--- src/rtl/game_flow_ctrl_pkg.sv ---
// Shared encodings for the game flow controller: FSM states, World status codes, widths.
// Pure definitions; no timing or flow control of its own.
package game_flow_ctrl_pkg;

  typedef enum logic [2:0] {
    ST_TITLE    = 3'd0,
    ST_START    = 3'd1,
    ST_FADE_IN  = 3'd2,
    ST_PLAY     = 3'd3,
    ST_HOLD     = 3'd4,
    ST_FADE_OUT = 3'd5,
    ST_GAMEOVER = 3'd6,
    ST_WON      = 3'd7
  } state_t;

  localparam logic [1:0] OVER_PLAY = 2'd0;
  localparam logic [1:0] OVER_DIED = 2'd1;
  localparam logic [1:0] OVER_WON  = 2'd2;

  localparam int MASK_W  = 12;
  localparam int LVL_W   = 4;
  localparam int LIVES_W = 4;
  localparam int CNT_W   = 16;

  localparam logic [LVL_W-1:0] LVL_MAX = 4'hF;

  function automatic logic [CNT_W-1:0] sat_inc(input logic [CNT_W-1:0] v);
    return (v == {CNT_W{1'b1}}) ? v : v + 1'b1;
  endfunction

endpackage

--- src/rtl/game_flow_ctrl_edge_detect.sv ---
// Rising-edge detector with one clk of history; history resets high so a level held through reset is not an edge.
// Latency: combinational pulse in the cycle the input first reads high; no backpressure.
module edge_detect (
  input  logic clk,
  input  logic rstn,
  input  logic din,
  output logic rise
);

  logic din_q;

  always_ff @(posedge clk or negedge rstn) begin
    if (!rstn) din_q <= 1'b1;
    else       din_q <= din;
  end

  assign rise = din & ~din_q;

endmodule

--- src/rtl/game_flow_ctrl.sv ---
// Game flow FSM: title, world restart, fade in/out of the brightness mask, lives and end screens.
// Latency: outputs registered, one clk after the deciding input; no backpressure, frame_tick paces all timing.
module game_flow_ctrl
  import game_flow_ctrl_pkg::*;
#(
  parameter int LIVES       = 3,
  parameter int FADE_RATE   = 2,
  parameter int HOLD_FRAMES = 60
) (
  input  logic              clk,
  input  logic              rstn,
  input  logic              frame_tick,
  input  logic [1:0]        over,
  input  logic              retry,
  output logic              world_rstn,
  output logic [MASK_W-1:0] mask,
  output logic [3:0]        lives,
  output logic [2:0]        state
);

  localparam logic [CNT_W-1:0]   FADE_LAST  = CNT_W'(FADE_RATE - 1);
  localparam logic [CNT_W-1:0]   HOLD_LAST  = CNT_W'(HOLD_FRAMES - 1);
  localparam logic [LIVES_W-1:0] LIVES_INIT = LIVES_W'(LIVES);

  state_t             state_q, state_d;
  logic [LVL_W-1:0]   lvl_q, lvl_d;
  logic [LIVES_W-1:0] lives_q, lives_d;
  logic [CNT_W-1:0]   cnt_q, cnt_d;
  logic [1:0]         cause_q, cause_d;
  logic               wrst_q, wrst_d;
  logic               retry_rise;

  edge_detect u_retry_edge (
    .clk  (clk),
    .rstn (rstn),
    .din  (retry),
    .rise (retry_rise)
  );

  always_ff @(posedge clk or negedge rstn) begin
    if (!rstn) begin
      state_q <= ST_TITLE;
      lvl_q   <= '0;
      lives_q <= '0;
      cnt_q   <= '0;
      cause_q <= OVER_PLAY;
      wrst_q  <= 1'b0;
    end else begin
      state_q <= state_d;
      lvl_q   <= lvl_d;
      lives_q <= lives_d;
      cnt_q   <= cnt_d;
      cause_q <= cause_d;
      wrst_q  <= wrst_d;
    end
  end

  // A tick that causes a transition is not counted in the new state: counters restart at 0.
  always_comb begin
    state_d = state_q;
    lvl_d   = lvl_q;
    lives_d = lives_q;
    cnt_d   = cnt_q;
    cause_d = cause_q;
    wrst_d  = wrst_q;
    unique case (state_q)
      ST_TITLE: if (retry_rise) begin
        state_d = ST_START;
        lives_d = LIVES_INIT;
        cnt_d   = '0;
        wrst_d  = 1'b0;
      end
      ST_START: if (frame_tick) begin
        state_d = ST_FADE_IN;
        lvl_d   = '0;
        cnt_d   = '0;
        wrst_d  = 1'b1;
      end
      ST_FADE_IN: if (frame_tick) begin
        if (cnt_q >= FADE_LAST) begin
          cnt_d = '0;
          if (lvl_q != LVL_MAX) lvl_d = lvl_q + 1'b1;
          if (lvl_q >= LVL_MAX - 1'b1) state_d = ST_PLAY;
        end else begin
          cnt_d = sat_inc(cnt_q);
        end
      end
      ST_PLAY: begin
        lvl_d = LVL_MAX;
        if (over == OVER_DIED || over == OVER_WON) begin
          cause_d = over;
          state_d = ST_HOLD;
          cnt_d   = '0;
        end
      end
      ST_HOLD: if (frame_tick) begin
        if (cnt_q >= HOLD_LAST) begin
          state_d = ST_FADE_OUT;
          cnt_d   = '0;
        end else begin
          cnt_d = sat_inc(cnt_q);
        end
      end
      ST_FADE_OUT: if (frame_tick) begin
        if (cnt_q >= FADE_LAST) begin
          cnt_d = '0;
          if (lvl_q != '0) lvl_d = lvl_q - 1'b1;
          if (lvl_q <= 4'd1) begin
            if (cause_q == OVER_WON) begin
              state_d = ST_WON;
            end else if (lives_q > 4'd1) begin
              lives_d = lives_q - 1'b1;
              state_d = ST_START;
              wrst_d  = 1'b0;
            end else begin
              lives_d = '0;
              state_d = ST_GAMEOVER;
            end
          end
        end else begin
          cnt_d = sat_inc(cnt_q);
        end
      end
      ST_GAMEOVER, ST_WON: begin
        lvl_d = '0;
        if (retry_rise) begin
          state_d = ST_TITLE;
          cnt_d   = '0;
        end
      end
      default: state_d = ST_TITLE;
    endcase
  end

  assign world_rstn = wrst_q;
  assign mask       = {lvl_q, lvl_q, lvl_q};
  assign lives      = lives_q;
  assign state      = state_q;

endmodule

--- config.mk ---
export PLATFORM = sky130hd
export DESIGN_NAME = game_flow_ctrl
export DESIGN_NICKNAME = d
export VERILOG_FILES = /design/src/rtl/game_flow_ctrl_pkg.sv /design/src/rtl/game_flow_ctrl_edge_detect.sv /design/src/rtl/game_flow_ctrl.sv
export SDC_FILE = /design/constraint.sdc
export NUM_CORES = 1
export LEC_CHECK = 0
export CAP_MARGIN = 40
export CORE_MARGIN = 4
export CORE_UTILIZATION = 38
export DETAILED_ROUTE_END_ITERATION = 12
export PLACE_DENSITY = 0.69
export RECOVER_POWER = 50
export SLEW_MARGIN = 40
export SYNTH_ARGS = -nofsm -noshare
export SYNTH_HDL_FRONTEND = slang
export SYNTH_HIERARCHICAL = 1
export SYNTH_SLANG_ARGS = --single-unit
--- constraint.sdc ---
create_clock -name clk -period 5.6 [get_ports clk]
set_input_delay 0.84 -clock clk [delete_from_list [all_inputs] [get_ports clk]]
set_output_delay 0.84 -clock clk [all_outputs]
set_load 0.005 [all_outputs]
Word-level counts from Yosys, hierarchy flattened
Cells that the tools add are included.
- register bits after elaboration: 31
- bits of input ports: 6
- output and inout bits: 20
- word-level logic and storage cells: 110
- add/sub/neg operators: 4
- magnitude comparators: 5
- equal/unequal tests: 30
- muxes and demuxes: 47
- bitwise logic cells: 2
- reductions and logical operators: 15
- operators by type and width (cell ; count):
    $mux W16 ; 8
    $pmux W16 S5 ; 1
    $mux W4 ; 13
    $mux W3 ; 14
    $ne A2 B2 Y1 const B ; 16
    $pmux W3 S7 ; 1
    $pmux W4 S5 ; 1
    $add A16 B1 Y16 const B ; 1
    $eq A16 B16 Y1 const B ; 1
    $ge A16 B1 Y1 const B ; 1
    $ge A16 B6 Y1 const B ; 1
    $reduce_and A8 Y1 ; 2
    $eq A3 B3 Y1 const B ; 4
    $reduce_and A12 Y1 ; 1
    $pmux W4 S2 ; 1
    $sub A4 B1 Y4 const B ; 2
    $mux W1 ; 7
    $eq A3 B2 Y1 const B ; 2
    $reduce_and A6 Y1 ; 1
    $reduce_and A5 Y1 ; 1
    $reduce_bool A5 Y1 ; 1
    $add A4 B1 Y4 const B ; 1
    $eq A2 B2 Y1 const B ; 2
    $ge A4 B4 Y1 const B ; 1
    17 further kinds ; 19

Longest topological paths before layout
- depth after elaboration: 7
- mapped depth: 8
- depth with buffers taken out: 7

Hierarchy
The synthesis kept the hierarchy.
- modules (own cells, without submodules) (module ; times used ; cells an instance ; area each (um2) ; seq. area each (um2)):
    game_flow_ctrl ; 1 ; 228 ; 1979.4 ; 750.7
    edge_detect ; 1 ; 2 ; 40.0 ; 26.3

Least setup slack after synthesis
No wires, ideal clock.
- path type: input-to-reg
- start point: input retry
- end point: register cnt_q[4]
- library setup time: 78 ps
- data arrival time: 2302 ps
- required time: 5522 ps
- setup slack: 3220 ps
- stages: 7
- buffers on the path: 1
- path through: nor2b_4 -> or3b_4 -> a21oi_2 -> a31oi_1 -> buf_6 -> or4_1 -> a21oi_1
- word-level cells in the longest chain between the ends: 3
- ends and longest elaborated chain (item ; RTL line ; RTL):
    start: declaration ; game_flow_ctrl.sv:14 ; input logic retry,
    $and A1 B1 Y1 ; game_flow_ctrl_edge_detect.sv:17 ; assign rise = din & ~din_q;
    $ne A2 B1 Y1 (no line) ; n/a ;
    $reduce_and A5 Y1 (no line) ; n/a ;
    end signal: assignment ; game_flow_ctrl.sv:52 ; cnt_q <= cnt_d;
    end: declaration ; game_flow_ctrl.sv:28 ; logic [CNT_W-1:0] cnt_q, cnt_d;
No other way between the ends.
A chain may end at the register's enable or synchronous reset.

Worst setup path in the final report
- start point: input retry
- end point: register state_q[2] (netlist: state[2])
- word-level cells in the longest chain between the ends: 3
- elaborated cells on any way between the ends: 4
- those cells by class: eq/ne (2); bitwise (1); reduce/logical (1)
- ends and longest elaborated chain (item ; RTL line ; RTL):
    $and A1 B1 Y1 (*) ; game_flow_ctrl_edge_detect.sv:17 ;
    via retry_rise ; game_flow_ctrl.sv:31 ; logic retry_rise;
    $ne A2 B2 Y1 (no line) ; n/a ;
    $reduce_and A12 Y1 (no line) (*) ; n/a ;
    end signal: assignment ; game_flow_ctrl.sv:49 ; state_q <= state_d;
    end: declaration ; game_flow_ctrl.sv:25 ; state_t state_q, state_d;
The timed path passes the listed nets; every way through them passes the cells marked *.

==> flow_summary.json <==
{
  "h-tree-depth": 2,
  "fp.dieH_um": 80.9,
  "diodes": 0,
  "cap_violations": 1,
  "finalNonFillerCells": 317,
  "final_common_cell": "dfrtp_1",
  "critPathRequiredTime_ps": 5760,
  "worstMarginPinSlew_ps": 1670,
  "synth.cell_area_um2": 2020,
  "clock_skew_ps": 7.70,
  "power.leakage_nw": 0.965,
  "cp_slowest_cell": "dlygate4sd3_1",
  "p_switching_mw": 0.500,
  "busiest_layer": "met2",
  "p_int_mw": 0.623,
  "io_buffers": 25,
  "min_path_type": "register to register",
  "rows": 26,
  "globalRouteOverflowTotal": 0,
  "wl_um": 4720,
  "synthArstFlopShare": 1.00,
  "die_area_um2": 6540,
  "synth_edf_count": 0,
  "cpPeakStageDelay_ps": 550,
  "post-cts-setup-buffer-count": 0,
  "cts_tree": "done",
  "hpwlAfterDp_um": 3360,
  "fin_tns_setup_ps": 0,
  "seq_area_frac_synth": 0.385,
  "layout-drive-gt1-share": 0.0445,
  "grtUsageMet1": 0.191,
  "crit_family": "compound AO/OA/AOI/OAI gates",
  "power_density_nw_per_um2": 480,
  "ant_nets": 0,
  "numCtsBuffers": 5,
  "worstPathMaxFanout": 15,
  "start_util": 0.393,
  "p_seq_frac": 0.331,
  "dr.first_iter.drc_count": 174,
  "io_pins": 26,
  "comb_power_share": 0.517,
  "max_freq_mhz": 351,
  "final_nets": 261,
  "core_um2": 5140,
  "wl_per_cell_um": 14.9,
  "cp-start-kind": "input port",
  "netlist_instances": 230,
  "clockBufferDepth": 2,
  "fin_util": 0.455,
  "worst-path-buf-inv": 1,
  "final_cell_mix": "30 x dfrtp_1, 20 x nor2_1, 16 x clkdlybuf4s50_1",
  "grt_pass1_wl_um": 7970,
  "vias_per_cell": 5.64,
  "ys.flop_type": "dfrtp_1",
  "violations": "capacitance limit, slew limit",
  "vias": 1789,
  "clock_latency_ps": 290,
  "area_growth_pct": 15.9,
  "status": "complete, but fails checks",
  "cp_cell_sequence": "dlygate4sd3_1 > nor2b_4 > or3b_4 > a21oi_2 > a31o_2 > o211a_1 > o21ai_0",
  "syn-num-nets": 245,
  "nFillCells": 525,
  "syn_area_per_cell_um2": 8.78,
  "met3_usage": 0.0366,
  "postCtsResizedCells": 0,
  "grtUsageTotal": 0.157,
  "slew_headroom": -0.112,
  "clkTransAtPathRegs_ps": 70,
  "grt_max_degree": 32,
  "drc": 0,
  "setup_viol": 0,
  "ir_drop_mv": 0.160,
  "rsz0062_at_grt": "false",
  "antenna_found_initial": 0,
  "maxSlewViolCount": 32,
  "clock_power_share": 0.152,
  "critPathArrivalTime_ps": 3010,
  "yosys_warnings": 6,
  "synth_cell_type_count": 53,
  "dp.cells": 309,
  "hold_violations": 0,
  "clock-sinks": 31,
  "first_pass_iters": 4,
  "worst-setup-path-type": "input port to register",
  "fin_crit_sh": 0.509,
  "final.min_clock_period_ps": 2850,
  "fp.dieW_um": 80.9,
  "switching_share": 0.445,
  "ys_ff_latch": 31,
  "end_kind": "register",
  "gp_congestion": 0.838,
  "cts_hold_buf": 0,
  "cts-root-buf": "clkbuf_8",
  "grt_pass1_vias": 1695,
  "use_met2": 0.258
}
==> layer usage <==
metal  wire length [um]  share of wire
met5                  0              0
met3                247          0.052
met1               2110           0.45
met4                110          0.023
met2               2250           0.48
==> registers in the layout, indices dropped and copies added (netlist names) <==
register,flops
lives,4
state,3
world_rstn,1
u_retry_edge/din_q,1
cause_q,2
lvl_q,4
cnt_q,16
==> layout make-up <==
cell class,count,area (um^2),share of cell area
clock buffers,8,80.1,0.0342
inverters,11,41.3,0.0176
multi-input cells,171,1100,0.470
flip-flops and latches,31,777,0.332
well taps,70,87.6,0.0374
repair buffers,26,254,0.109
==> worst register-to-register path: cells and delay by family (launching register included) <==
family | cells | cell delay (ps)
and+or+nand+nor | 1 | 540
DFF | 1 | 640
AOI/OAI and AO/OA | 4 | 1060
==> power by group through the flow <==
stage / combinational, mW / sequential [mW] / clock (mW)
2_1_floorplan: 0.455 / 0.326 / 0
3_3_place_gp: 0.579 / 0.374 / 0
3_5_place_dp: 0.588 / 0.375 / 0
4_1_cts: 0.590 / 0.372 / 0.176
5_1_grt: 0.655 / 0.386 / 0.183
6_report: 0.580 / 0.371 / 0.171
==> worst paths after layout <==
path | startpoint | end | slack, ps | depth (start not counted)
max in group asynchronous | rstn | cnt_q[9] | 3120 | 2
worst max register to register | state[0] | state[2] | 3220 | 5
worst min-delay path | world_rstn | world_rstn | 510 | 1
worst max-delay path | retry | state[2] | 2750 | 7
min in group asynchronous | rstn | lvl_q[0] | 1510 | 2
worst min register to register | world_rstn | world_rstn | 510 | 1
==> cells in the mapped netlist, types with 2 or more instances <==
cell	number	area share
a211oi_1	2	0.0074
a21oi_1	13	0.032
a22o_1	3	0.013
a31o_2	2	0.0087
a31oi_1	8	0.025
a41oi_1	3	0.013
and2_1	7	0.022
and3_1	3	0.0093
and4_1	2	0.0087
buf_4	8	0.030
clkbuf_1	8	0.015
dfrtp_1	30	0.37
ha_1	9	0.056
inv_1	11	0.020
nand2_1	11	0.020
nand2b_1	3	0.0093
nand3_1	12	0.030
nand4_1	7	0.022
nor2_1	20	0.037
nor2b_1	3	0.0093
nor3_1	6	0.015
nor4_1	4	0.012
o211ai_1	4	0.015
o21ai_0	15	0.037
o21ai_1	2	0.0050
o22ai_1	2	0.0062
o31a_1	2	0.0087
o31ai_1	3	0.011
o41ai_1	2	0.0087
or4_1	2	0.0074
==> cells by family (layout without fill, tap and decap cells) <==
logic type,Yosys count,count (layout),synth area share
buffers and inverters,28,45,0.0706
and+or+nand+nor,87,87,0.235
AOI/OAI and AO/OA,72,72,0.240
xor gates and xnor gates,2,2,0.00868
DFF,31,31,0.385
adders and majority gates,9,9,0.0558
muxes,1,1,0.00496
==> stage by stage <==
stage	worst slack, ps	cell area [um^2]	power (mW)	hold WS, ps
floorplan	3220	2020	0.782	476
global placement	2580	2260	0.953	497
detailed placement	2520	2260	0.963	499
CTS	2830	2340	1.14	516
global route	2600	2340	1.22	535
finish	2750	2340	1.12	506
Power figures use the tool's default switching activity.
==> variant (same settings) <==
Change the package constant `CNT_W` from 16 to 32.
--- a/src/rtl/game_flow_ctrl_pkg.sv
+++ b/src/rtl/game_flow_ctrl_pkg.sv
@@ -21,5 +21,5 @@
   localparam int LVL_W   = 4;
   localparam int LIVES_W = 4;
-  localparam int CNT_W   = 16;
+  localparam int CNT_W   = 32;
 
   localparam logic [LVL_W-1:0] LVL_MAX = 4'hF;
Behaviour: same outputs for any inputs over 10 cycles, from zero or initial values and one cycle with rstn low; that may be too few to reach the edited logic, so the function may still have changed.
==> variant against the unedited design <==
- setup slack got worse by 260 ps
- power increased by 19%
- clock power increased by 34%
- first-iteration DRC count unchanged
- the run still ends with capacitance limit, slew limit left
- routed wire length increased by 47%
- cell count increased by 40%
- fmax decreased by 8.3%
- combinational power increased by 6.9%
- sequential cell count increased by 16
- synthesized area increased by 48%
- final area increased by 42%
==> variant: results <==
[setup_path]
arrival_ps = 3260
critPathMaxFanout = 17
cp_slowest_cell = nor2_2
slowest_delay_ps = 610
r2r_cells = 5

[final_layout]
diodes = 0
top_register = cnt_q
drive_above_1_share = 0.0731
fillCellCount = 769
largest_reg_flops = 32
nNetsFinal = 357

[outcome]
violations = capacitance limit, slew limit
outcome = finished with violations

[clock_tree]
cts.reportedPaths.clkPinSlew_ps = 90
post_cts_resize_count = 0
root_buffer = clkbuf_8
postCtsSetupBuffers = 0

[logic_synthesis]
synthTopCellsByArea = dfrtp_1, nor4_1, o21a_1, ha_1, nor2_1
seq_area_frac_synth = 0.395
postSynthCellCount = 331
ys_warn_count = 6
syn_nets = 347
synthArstFlopShare = 1.00
yosys.cell_types.count = 64
synth_commonest_cells = dfrtp_1, nor2_1, nor4_1
synth_flop_cell = dfrtp_1

[place]
post-place-cells = 436
gp_congestion = 0.906
dp_hpwl_mm = 5.06
preCtsSetupSlack_ps = 2210
numPortBuffers = 25

[timing]
slew_violations = 48
fin_skew_ps = 8.75
worstMarginPinSlew_ps = 2500

[flow_run]
cap_viol_max_count = 1

[drt]
wl_per_cell_um = 15.7
via_count = 2613
routed_via_density = 5.89
firstDrtPassIters = 4

[global_routing]
antenna_found_initial = 0
grt_max_degree = 48
grt_pass1_vias = 2502
track_usage = 0.152
grt_pass1_wl_mm = 12.0

[worst_hold_path]
hp-class = reg2reg
whs_path_depth = 1

[power]
cellLeakagePower_nw = 1.28
max-vdd-ir-drop_uv = 163
## variant: final timing paths
| check | start | endpoint | slack [ps] |
|---|---|---|---|
| setup / recovery | retry | state[2] | 2490 |
| hold reg to reg | cnt_q[31] | cnt_q[31] | 530 |
| max in group asynchronous | rstn | cnt_q[28] | 2880 |
| hold / removal | cnt_q[31] | cnt_q[31] | 530 |
| setup reg to reg | state[0] | state[2] | 3030 |
| min in group asynchronous | rstn | cnt_q[16] | 1300 |
## variant: metrics by stage
stage / area [um2] / util / power, mW / hold WS, ps
global placement: 3220 / 0.419 / 1.11 / 508
finish: 3320 / 0.432 / 1.34 / 534
CTS: 3320 / 0.432 / 1.35 / 531
detailed placement: 3220 / 0.419 / 1.13 / 512
global route: 3320 / 0.432 / 1.44 / 570
floorplan: 2980 / - / 0.949 / 485
## variant: power by group
group | total [mW] | leakage, nW | internal (mW) | switching [mW]
clock | 0.229 | 0.0515 | 0.113 | 0.116
combinational | 0.620 | 0.608 | 0.271 | 0.348
sequential | 0.488 | 0.615 | 0.386 | 0.103
## variant: cell type report
type	instances	area, um2	share of cell area
inverter	15	56.3	0.0170
timing repair buffer	25	244	0.0735
clock buffer	8	100	0.0302
sequential	47	1180	0.355
multi-input combinational	247	1610	0.486
tap	102	128	0.0384
## variant: kinds of logic after synthesis
| kind of cell | count (synthesis) | share of synthesized area |
|---|---|---|
| flip-flops | 47 | 0.395 |
| AND/OR/NAND/NOR | 145 | 0.269 |
| adder cells (fa/ha/maj) | 10 | 0.0419 |
| AO/OA/AOI/OAI | 85 | 0.207 |
| buffers and inverters | 37 | 0.0642 |
| XOR/XNOR | 4 | 0.0117 |
| multiplexers | 3 | 0.0113 |
## variant: critical path, delay by kind of cell
| family | cells | cell delay [ps] |
|---|---|---|
| AO/OA/AOI/OAI | 2 | 510 |
| AND/OR/NAND/NOR | 4 | 1360 |
| buffers and inverters | 1 | 550 |
## variant: per-layer routing
layer	global-route usage	vias up	routed length, um
li1	-	1263	-
met1	0.200	1269	3130
met2	0.261	71	3400
met3	0.0245	10	329
met4	0.0378	0	94
met5	0	-	0
